$ cat src/rtl/farm_arb_pkg.sv
// Shared definitions for the farm-road lane arbiter: FSM state encoding
// and default sizing parameters.
package farm_arb_pkg;

    typedef enum logic [1:0] {
        IDLE  = 2'd0,
        CALL  = 2'd1,
        SERVE = 2'd2,
        CLEAR = 2'd3
    } arb_state_t;

    localparam int unsigned N_LANE_DEF   = 4;
    localparam int unsigned DEB_CYC_DEF  = 3;
    localparam int unsigned MAX_WAIT_DEF = 100;

endpackage

$ cat src/rtl/farm_lane_arbiter_sensor_debounce.sv
// Single-bit vehicle sensor conditioner: 2-FF synchronizer followed by a
// debounce counter. The detected state only flips after the synced input
// has disagreed with it for DEB_CYC consecutive cycles.
module sensor_debounce
    import farm_arb_pkg::*;
#(
    parameter int unsigned DEB_CYC = DEB_CYC_DEF
) (
    input  logic clk,
    input  logic rst_n,
    input  logic sens_raw_i,
    output logic det_o
);

    localparam int unsigned CW = $clog2(DEB_CYC + 1);

    logic          sync1_q, sync2_q;
    logic          det_q, det_d;
    logic [CW-1:0] cnt_q, cnt_d;

    // Count cycles of disagreement; flip on the edge the count would hit DEB_CYC.
    always_comb begin
        cnt_d = '0;
        det_d = det_q;
        if (sync2_q != det_q) begin
            if (cnt_q == CW'(DEB_CYC - 1)) begin
                det_d = ~det_q;
            end else begin
                cnt_d = cnt_q + CW'(1);
            end
        end
    end

    // Synchronizer, counter and detected-state registers.
    always_ff @(posedge clk or negedge rst_n) begin
        if (!rst_n) begin
            sync1_q <= 1'b0;
            sync2_q <= 1'b0;
            det_q   <= 1'b0;
            cnt_q   <= '0;
        end else begin
            sync1_q <= sens_raw_i;
            sync2_q <= sync1_q;
            det_q   <= det_d;
            cnt_q   <= cnt_d;
        end
    end

    assign det_o = det_q;

endmodule

$ cat src/rtl/farm_lane_arbiter.sv
// Farm-road lane arbiter: debounces N_LANE lane sensors, latches pending
// calls, requests the farm-road green phase and grants exactly one lane per
// phase in round-robin order. The request is held only while the granted
// lane stays occupied so the light controller can end the phase early.
// Optional starvation alarm and override: define FARM_STARVE_ALARM_EN.
module farm_lane_arbiter
    import farm_arb_pkg::*;
#(
    parameter int unsigned N_LANE   = N_LANE_DEF,
    parameter int unsigned DEB_CYC  = DEB_CYC_DEF,
    parameter int unsigned MAX_WAIT = MAX_WAIT_DEF
) (
    input  logic              clk,
    input  logic              rst_n,
    input  logic [N_LANE-1:0] sens_raw,
    input  logic              fg,
    input  logic              fy,
    output logic              c,
    output logic [N_LANE-1:0] gnt,
    output logic [N_LANE-1:0] pend,
    output logic [N_LANE-1:0] starve
);

    localparam int unsigned IW = $clog2(N_LANE);

    if (N_LANE < 2 || N_LANE > 8) begin : g_bad_nlane
        $error("farm_lane_arbiter: N_LANE must be 2..8");
    end
    if (DEB_CYC < 1 || DEB_CYC > 15) begin : g_bad_deb
        $error("farm_lane_arbiter: DEB_CYC must be 1..15");
    end
    if (MAX_WAIT < 1) begin : g_bad_wait
        $error("farm_lane_arbiter: MAX_WAIT must be nonzero");
    end

    arb_state_t        state_q, state_d;
    logic [N_LANE-1:0] det;
    logic [N_LANE-1:0] pend_q, pend_d;
    logic [N_LANE-1:0] clr_mask;
    logic [N_LANE-1:0] win_oh;
    logic [N_LANE-1:0] starve_w;
    logic [IW-1:0]     ptr_q, ptr_d;
    logic [IW-1:0]     win_q, win_d;
    logic [IW-1:0]     next_win;
    logic              rr_found;
    int unsigned       rr_idx;

    for (genvar g = 0; g < N_LANE; g++) begin : g_deb
        sensor_debounce #(
            .DEB_CYC (DEB_CYC)
        ) u_deb (
            .clk        (clk),
            .rst_n      (rst_n),
            .sens_raw_i (sens_raw[g]),
            .det_o      (det[g])
        );
    end

    // One-hot decode of the latched winner.
    always_comb begin
        win_oh        = '0;
        win_oh[win_q] = 1'b1;
    end

`ifdef FARM_STARVE_ALARM_EN
    localparam int unsigned WW = $clog2(MAX_WAIT + 1);

    logic [WW-1:0] wcnt_q [N_LANE];
    logic [WW-1:0] wcnt_d [N_LANE];

    // Per-lane wait counters: cleared when idle, saturating while pending and not granted.
    always_comb begin
        for (int unsigned i = 0; i < N_LANE; i++) begin
            wcnt_d[i] = wcnt_q[i];
            if (!pend_q[i]) begin
                wcnt_d[i] = '0;
            end else if (!(state_q == SERVE && win_oh[i]) && wcnt_q[i] < WW'(MAX_WAIT)) begin
                wcnt_d[i] = wcnt_q[i] + WW'(1);
            end
            starve_w[i] = (wcnt_q[i] >= WW'(MAX_WAIT));
        end
    end

    // Wait counter registers.
    always_ff @(posedge clk or negedge rst_n) begin
        if (!rst_n) begin
            for (int unsigned i = 0; i < N_LANE; i++) wcnt_q[i] <= '0;
        end else begin
            for (int unsigned i = 0; i < N_LANE; i++) wcnt_q[i] <= wcnt_d[i];
        end
    end
`else
    assign starve_w = '0;
`endif

    // Winner selection: first pending lane at or after ptr, cyclic; a starving
    // lane (lowest index) overrides when the alarm feature is built in.
    always_comb begin
        next_win = ptr_q;
        rr_found = 1'b0;
        rr_idx   = 0;
        for (int unsigned i = 0; i < N_LANE; i++) begin
            rr_idx = 32'(ptr_q) + i;
            if (rr_idx >= N_LANE) rr_idx = rr_idx - N_LANE;
            if (!rr_found && pend_q[rr_idx]) begin
                next_win = IW'(rr_idx);
                rr_found = 1'b1;
            end
        end
`ifdef FARM_STARVE_ALARM_EN
        for (int i = int'(N_LANE) - 1; i >= 0; i--) begin
            if (starve_w[i] && pend_q[i]) next_win = IW'(i);
        end
`endif
    end

    // Next-state and Moore output decode; c in SERVE follows the winner's sensor.
    always_comb begin
        state_d  = state_q;
        win_d    = win_q;
        ptr_d    = ptr_q;
        c        = 1'b0;
        gnt      = '0;
        clr_mask = '0;
        case (state_q)
            IDLE: begin
                if (|pend_q) state_d = CALL;
            end
            CALL: begin
                c = 1'b1;
                if (fg) begin
                    win_d   = next_win;
                    state_d = SERVE;
                end
            end
            SERVE: begin
                gnt = win_oh;
                c   = |(det & win_oh);
                if (fy) begin
                    state_d  = CLEAR;
                    clr_mask = win_oh;
                    ptr_d    = (win_q == IW'(N_LANE - 1)) ? '0 : win_q + IW'(1);
                end
            end
            CLEAR: begin
                if (!fy) state_d = (|pend_q) ? CALL : IDLE;
            end
            default: state_d = IDLE;
        endcase
    end

    // Pending calls: set while detected, cleared for the winner at end of SERVE (clear wins).
    always_comb begin
        pend_d = (pend_q | det) & ~clr_mask;
    end

    // State, pointer, winner and pending registers.
    always_ff @(posedge clk or negedge rst_n) begin
        if (!rst_n) begin
            state_q <= IDLE;
            ptr_q   <= '0;
            win_q   <= '0;
            pend_q  <= '0;
        end else begin
            state_q <= state_d;
            ptr_q   <= ptr_d;
            win_q   <= win_d;
            pend_q  <= pend_d;
        end
    end

    assign pend   = pend_q;
    assign starve = starve_w;

endmodule
$ cat config.mk
export PLATFORM = sky130hd
export DESIGN_NAME = farm_lane_arbiter
export DESIGN_NICKNAME = d
export VERILOG_FILES = /design/src/rtl/farm_arb_pkg.sv /design/src/rtl/farm_lane_arbiter_sensor_debounce.sv /design/src/rtl/farm_lane_arbiter.sv
export SDC_FILE = /design/constraint.sdc
export NUM_CORES = 1
export LEC_CHECK = 0
export ABC_CLOCK_PERIOD_IN_PS = 2300
export CORE_MARGIN = 3
export CORE_UTILIZATION = 29
export DETAILED_ROUTE_END_ITERATION = 8
export PLACE_DENSITY = 0.51
export REMOVE_ABC_BUFFERS = 1
export SLEW_MARGIN = 40
export SYNTH_ARGS = -nofsm -noshare
export SYNTH_HDL_FRONTEND = slang
export SYNTH_SLANG_ARGS = --single-unit
$ cat constraint.sdc
create_clock -name clk -period 2.3 [get_ports clk]
set_clock_uncertainty 0.2 [all_clocks]
set_input_delay 0.46 -clock clk [delete_from_list [all_inputs] [get_ports clk]]
set_output_delay 0.46 -clock clk [all_outputs]
set_load 0.01 [all_outputs]
==> results of run 1 <==
-- cell families after synthesis --
group                    count (synthesis)
adder cells (fa/ha/maj)                  9
XOR/XNOR                                 4
flip-flops                              30
AO/OA/AOI/OAI                           21
multiplexers                             6
AND/OR/NAND/NOR                         38
buffers and inverters                   11
other                                    1
-- Yosys cell counts, types with 4 or more instances --
master,count,area (um^2)
inv_1,6,22.5
nand2b_1,6,37.5
nor2_1,5,18.8
dfrtp_1,30,751
o21ai_0,5,25.0
nor3_1,4,20.0
nand2_1,7,26.3
and2_1,4,25.0
nor3b_1,4,30.0
a31oi_1,4,25.0
buf_4,4,30.0
mux2_2,5,56.3
a21oi_1,4,20.0
xnor2_1,4,35.0
nor2b_1,5,31.3
ha_1,9,113
-- what timing repair did --
item | 4_1_cts | 5_1_grt
resized for setup | 8 | 4
endpoints found under the hold margin | 0 | 0
setup endpoints to repair | 5 | 1
buffers inserted | 1 | 0
pin swaps | 2 | 1
-- metrics by stage --
stage,hold slack (ns),instance area (um^2)
final,0.148,1800
after global routing,0.158,1800
after CTS,0.151,1800
after detailed placement,0.136,1670
after global placement,0.134,1670
after floorplan,-0.0356,1380
-- registers in the layout, indices dropped and copies added, names as in the netlist --
register	flops
win_q	2
state_q	2
g_deb.u_deb.det_o	4
g_deb.u_deb.sync2_q	4
pend	4
g_deb.u_deb.cnt_q	8
g_deb.u_deb.sync1_q	4
ptr_q	2
-- worst max-delay path by stage --
stage	startpoint	to	slack [ns]	depth (start not counted)
floorplan	state_q[0]$_DFFE_PN0P_	state_q[0]$_DFFE_PN0P_	0.47	6
global placement	win_q[0]$_DFFE_PN0P_	c	0.06	7
detailed placement	win_q[0]$_DFFE_PN0P_	c	-0.004	7
CTS	win_q[0]$_DFFE_PN0P_	c	-0.07	7
global route	win_q[0]$_DFFE_PN0P_	c	0.01	7
finish	win_q[0]$_DFFE_PN0P_	gnt[2]	0.09	5
-- routing by layer --
metal / track usage / vias to the layer above / wire [um]
met5: 0 / - / 0
met4: 0.0524 / 0 / 56
met3: 0.0396 / 6 / 113
met2: 0.169 / 19 / 1240
met1: 0.122 / 450 / 1150
li1: - / 476 / -
-- worst max-delay path: stages, from the launching register on --
cell,delay (ns)
dfrtp_1,0.43
inv_2,0.06
ha_1,0.22
buf_4,0.14
and2_1,0.15
dlygate4sd2_1,0.28
-- power groups by stage --
stage | clock network [uW] | registers [uW] | logic (uW)
final | 529 | 892 | 875
after global routing | 572 | 926 | 978
after detailed placement | 0 | 897 | 865
after global placement | 0 | 884 | 843
after CTS | 548 | 888 | 885
after floorplan | 0 | 858 | 546
-- cell type report --
type	count	share of cell area
Tap cell	52	0.0361
Sequential cell	30	0.416
Multi-Input combinational cell	82	0.347
Clock inverter	3	0.0250
Timing Repair Buffer	26	0.125
Clock buffer	5	0.0381
Inverter	6	0.0125
==> run summary, run 1 <==
vias per cell = 4.66
Leakage = 0.000805 uW
final WL = 2.56 mm
CP max FO = 4
clock insertion delay at the later pin of the skew report = 0.28 ns
Sw Pwr = 800 uW
Clk pwr share = 0.231
Wirelength per Cell = 12.6 um
Synth Register Bits = 30
Total GRT Usage = 0.105
Root Driver = clkbuf_8
Detailed Route Iter0 Violations = 65
Starting Density = 0.311
status = complete, no violations
RSZ-0062 raised after global routing = false
core area = 0.00450 mm^2
Die Span Y = 75.5 um
Hold Violations, Final = 0
dpl cells = 195
fillcell total = 435
IO buf count = 16
Reg2Reg Depth = 6
FF/Latch Area = 751 um^2
commonest non-fill, non-tap cell in the layout = dfrtp_1
most frequent cells in the layout = 30 x dfrtp_1, 11 x clkdlybuf4s50_1, 10 x buf_4
post-DP HPWL = 1.92 mm
R2R Setup Slk = 0.47 ns
post-synthesis mux area share = 0.0509
Reg clk slew, reported paths = 0.07 ns
final setup vio count = 0
Setup WS pre-CTS = -0.00389 ns
Int Power = 1500 uW
Multi-input gate area = 627 um^2
combinational share of power = 0.381
initial antenna violation count = 0
Rows = 24
Power Dens Cells = 1270 mW/mm^2
number of synthesized flops with an enable pin = 0
Seq/Total Area, Yosys = 0.536
fin util = 0.401
synthesized instance count = 120
Period minus WS final = 2.21 ns
FF-to-FF End = state_q[0]$_DFFE_PN0P_
Die ar. = 0.00570 mm^2
Max Cap Viol = 0
number of global-route vias before repair = 943
yosys warns = 0
First-pass DRT Iterations = 4
Primary FF master, synth = dfrtp_1
Max clock buf depth = 2
switching share of total power = 0.349
FMAX = 0.452 GHz
largest net degree at the start of global routing = 31
Boundary Pins = 21
final worst path period share = 0.962
count of pins over their slew limit = 0
Synth Area in XOR/XNOR = 0.0250
syn_area_per_cell = 11.7 um^2
drc violations = 0
Setup crit end kind = output pin
Worst EP required = 1.64 ns
CTS sink count = 30
Reg power frac = 0.388
post-synthesis simple-gate area fraction = 0.161
total power = 2300 uW
worst r2r src = state_q[0]$_DFFE_PN0P_
H-tree depth = 2
ANT nets after route = 0
CP Launch Type = register
post-synthesis compound-gate area fraction = 0.104
Final nets = 168
Yosys cell types = 28
ys async rst share = 1.00
Post-Route Setup TNS = 0 ns
post-synth design cell area = 0.00140 mm^2
Hold Path Stages = 0
CTS tree = done
share of layout cells above drive strength 1 = 0.211
n_diodes = 0
maximum vdd drop = 0.000490 V
Post-Layout Cell Count = 204
Hold Path Sink = g_deb[3].u_deb.sync2_q$_DFF_PN0_
GRT overflow = 0
Post-CTS Hold Fix Bufs = 0
clock buffer count from CTS = 5
largest family of logic cells by synthesized area = simple AND/OR/NAND/NOR gates
routability cong. = 0.831
area share of fa/ha/maj cells after synthesis = 0.0804
Crit Path Class = reg -> out
first-pass GRT wire length = 4.30 mm
worst setup margin = 0.0866 ns
Worst EP arrival = 1.55 ns
Vias = 951
die extent in x = 75.5 um
synthesis-to-layout area growth = 28.7%
worst hold start = g_deb[3].u_deb.sync1_q$_DFF_PN0_
Hold Path Class = reg -> reg
Note: power is estimated with default switching activity, not from simulation.
==> run 2: changes to the inputs <==
- CORE_ASPECT_RATIO: unset -> 1.1
- MAX_ROUTING_LAYER: unset -> met4
==> run 2 against run 1 <==
  * Clock-buffer cell count is 2 higher
  * Sequential cell count stayed put
  * Sequential share of layout area rose by 0.97 points
  * Sequential power is 0.4% higher
  * Worst hold slack worse by 0.00094 ns
  * Non-clock buffer count down 3
  * Total power down 6.1%
  * Clock power is 19% lower
  * Wire length is 2.1% lower
  * Via count is 2.7% lower
  * Critical path type unchanged
  * Critical endpoint is now gnt[0]
==> run summary, run 2 (synthesized netlist as in run 1, its figures left out) <==
Setup crit end kind = output pin
CP Launch Type = register
First-pass DRT Iterations = 4
Rows = 25
drc violations = 0
fin util = 0.394
max reg flops = 8
number of global-route vias before repair = 942
status = complete, no violations
Multi-input gate area = 624 um^2
Die ar. = 0.00570 mm^2
H-tree depth = 2
FMAX = 0.450 GHz
initial antenna violation count = 0
IO buf count = 16
total power = 2150 uW
most frequent cells in the layout = 30 x dfrtp_1, 11 x clkdlybuf4s50_1, 7 x nand2_1
Hold Violations, Final = 0
Worst EP required = 1.64 ns
Crit Path Class = reg -> out
Root Driver = clkbuf_8
post-DP HPWL = 1.86 mm
fillcell total = 428
CP max FO = 10
largest net degree at the start of global routing = 31
Boundary Pins = 21
Final nets = 165
clock insertion delay at the later pin of the skew report = 0.28 ns
first-pass GRT wire length = 4.17 mm
Hold Path Class = reg -> reg
Max clock buf depth = 2
Post-CTS Hold Fix Bufs = 0
Max Cap Viol = 0
ANT nets after route = 0
Period minus WS final = 2.22 ns
routability cong. = 0.837
commonest non-fill, non-tap cell in the layout = dfrtp_1
maximum vdd drop = 0.000410 V
Wirelength per Cell = 12.4 um
CTS tree = done
Worst EP arrival = 1.56 ns
share of layout cells above drive strength 1 = 0.221
Total GRT Usage = 0.100
final setup vio count = 0
Biggest register = g_deb.u_deb.cnt_q
Starting Density = 0.313
Reg clk slew, reported paths = 0.06 ns
CTS sink count = 30
count of pins over their slew limit = 0
Detailed Route Iter0 Violations = 42
GRT overflow = 0
Leakage = 0.000781 uW
final worst path period share = 0.966
vias per cell = 4.56
FF/Latch Area = 751 um^2
Vias = 925
final WL = 2.51 mm
die extent in x = 72.3 um
n_diodes = 0
Power Dens Cells = 1220 mW/mm^2
Die Span Y = 78.9 um
core area = 0.00447 mm^2
clock buffer count from CTS = 5
synthesis-to-layout area growth = 25.8%
run 2: cell count changes in the layout (fill, tap and decap cells not counted), sizes merged:
cell and change:
clkbuf +2, clkinvlp -2, clkinv +1, bufinv -1, buf -3
run 2: report_power, final:
part | switching, uW | internal, uW
clock | 185 | 241
sequential | 194 | 702
combinational | 392 | 442
run 2: stage by stage:
step            TNS, ns  setup WS, ns  cells  hold WS (ns)  cell area, um^2
5_1_grt        -0.00369      -0.00369    203         0.159             1760
3_3_place_gp          0        0.0355    193         0.134             1640
2_1_floorplan         0         0.475    118       -0.0356             1380
3_5_place_dp   -0.00131      -0.00131    193         0.135             1640
4_1_cts               0       0.00286    202         0.149             1740
6_report              0        0.0772    203         0.147             1760
run 2: critical path: stages (launching register included):
cell	delay [ns]
dfrtp_1	0.38
inv_2	0.08
ha_1	0.24
buf_6	0.15
and2_1	0.16
dlygate4sd2_1	0.28
run 2: final cells by class:
cell class              count  area share
clock buffers               7      0.0490
repair buffers             23       0.117
inverters                   6      0.0128
multi-input cells          82       0.354
well taps                  54      0.0383
flip-flops and latches     30       0.426
clock inverters             1     0.00284
run 2: timing repair:
action / in CTS / in global routing
buffers inserted: 1 / 1
resized for setup: 10 / 7
setup endpoints to repair: 5 / 5
pin swaps: 2 / 3
run 2: path summary, 6_finish.rpt:
check,startpoint,endpoint,slack [ns],cells past startpoint
min,g_deb[3].u_deb.sync1_q$_DFF_PN0_,g_deb[3].u_deb.sync2_q$_DFF_PN0_,0.15,0
min in group asynchronous,rst_n,g_deb[2].u_deb.sync1_q$_DFF_PN0_,0.36,2
min reg2reg,g_deb[3].u_deb.sync1_q$_DFF_PN0_,g_deb[3].u_deb.sync2_q$_DFF_PN0_,0.15,0
max reg2reg,state_q[0]$_DFFE_PN0P_,state_q[0]$_DFFE_PN0P_,0.31,7
max in group asynchronous,rst_n,g_deb[1].u_deb.sync2_q$_DFF_PN0_,1.27,2
max,state_q[0]$_DFFE_PN0P_,gnt[0],0.08,5
run 2: per-layer routing:
metal | vias to the layer above | track usage | share of wire
li1 | 461 | - | -
met1 | 436 | 0.106 | 0.42
met2 | 20 | 0.154 | 0.50
met3 | 8 | 0.0456 | 0.055
met4 | 0 | 0.0545 | 0.028
met5 | - | - | 0
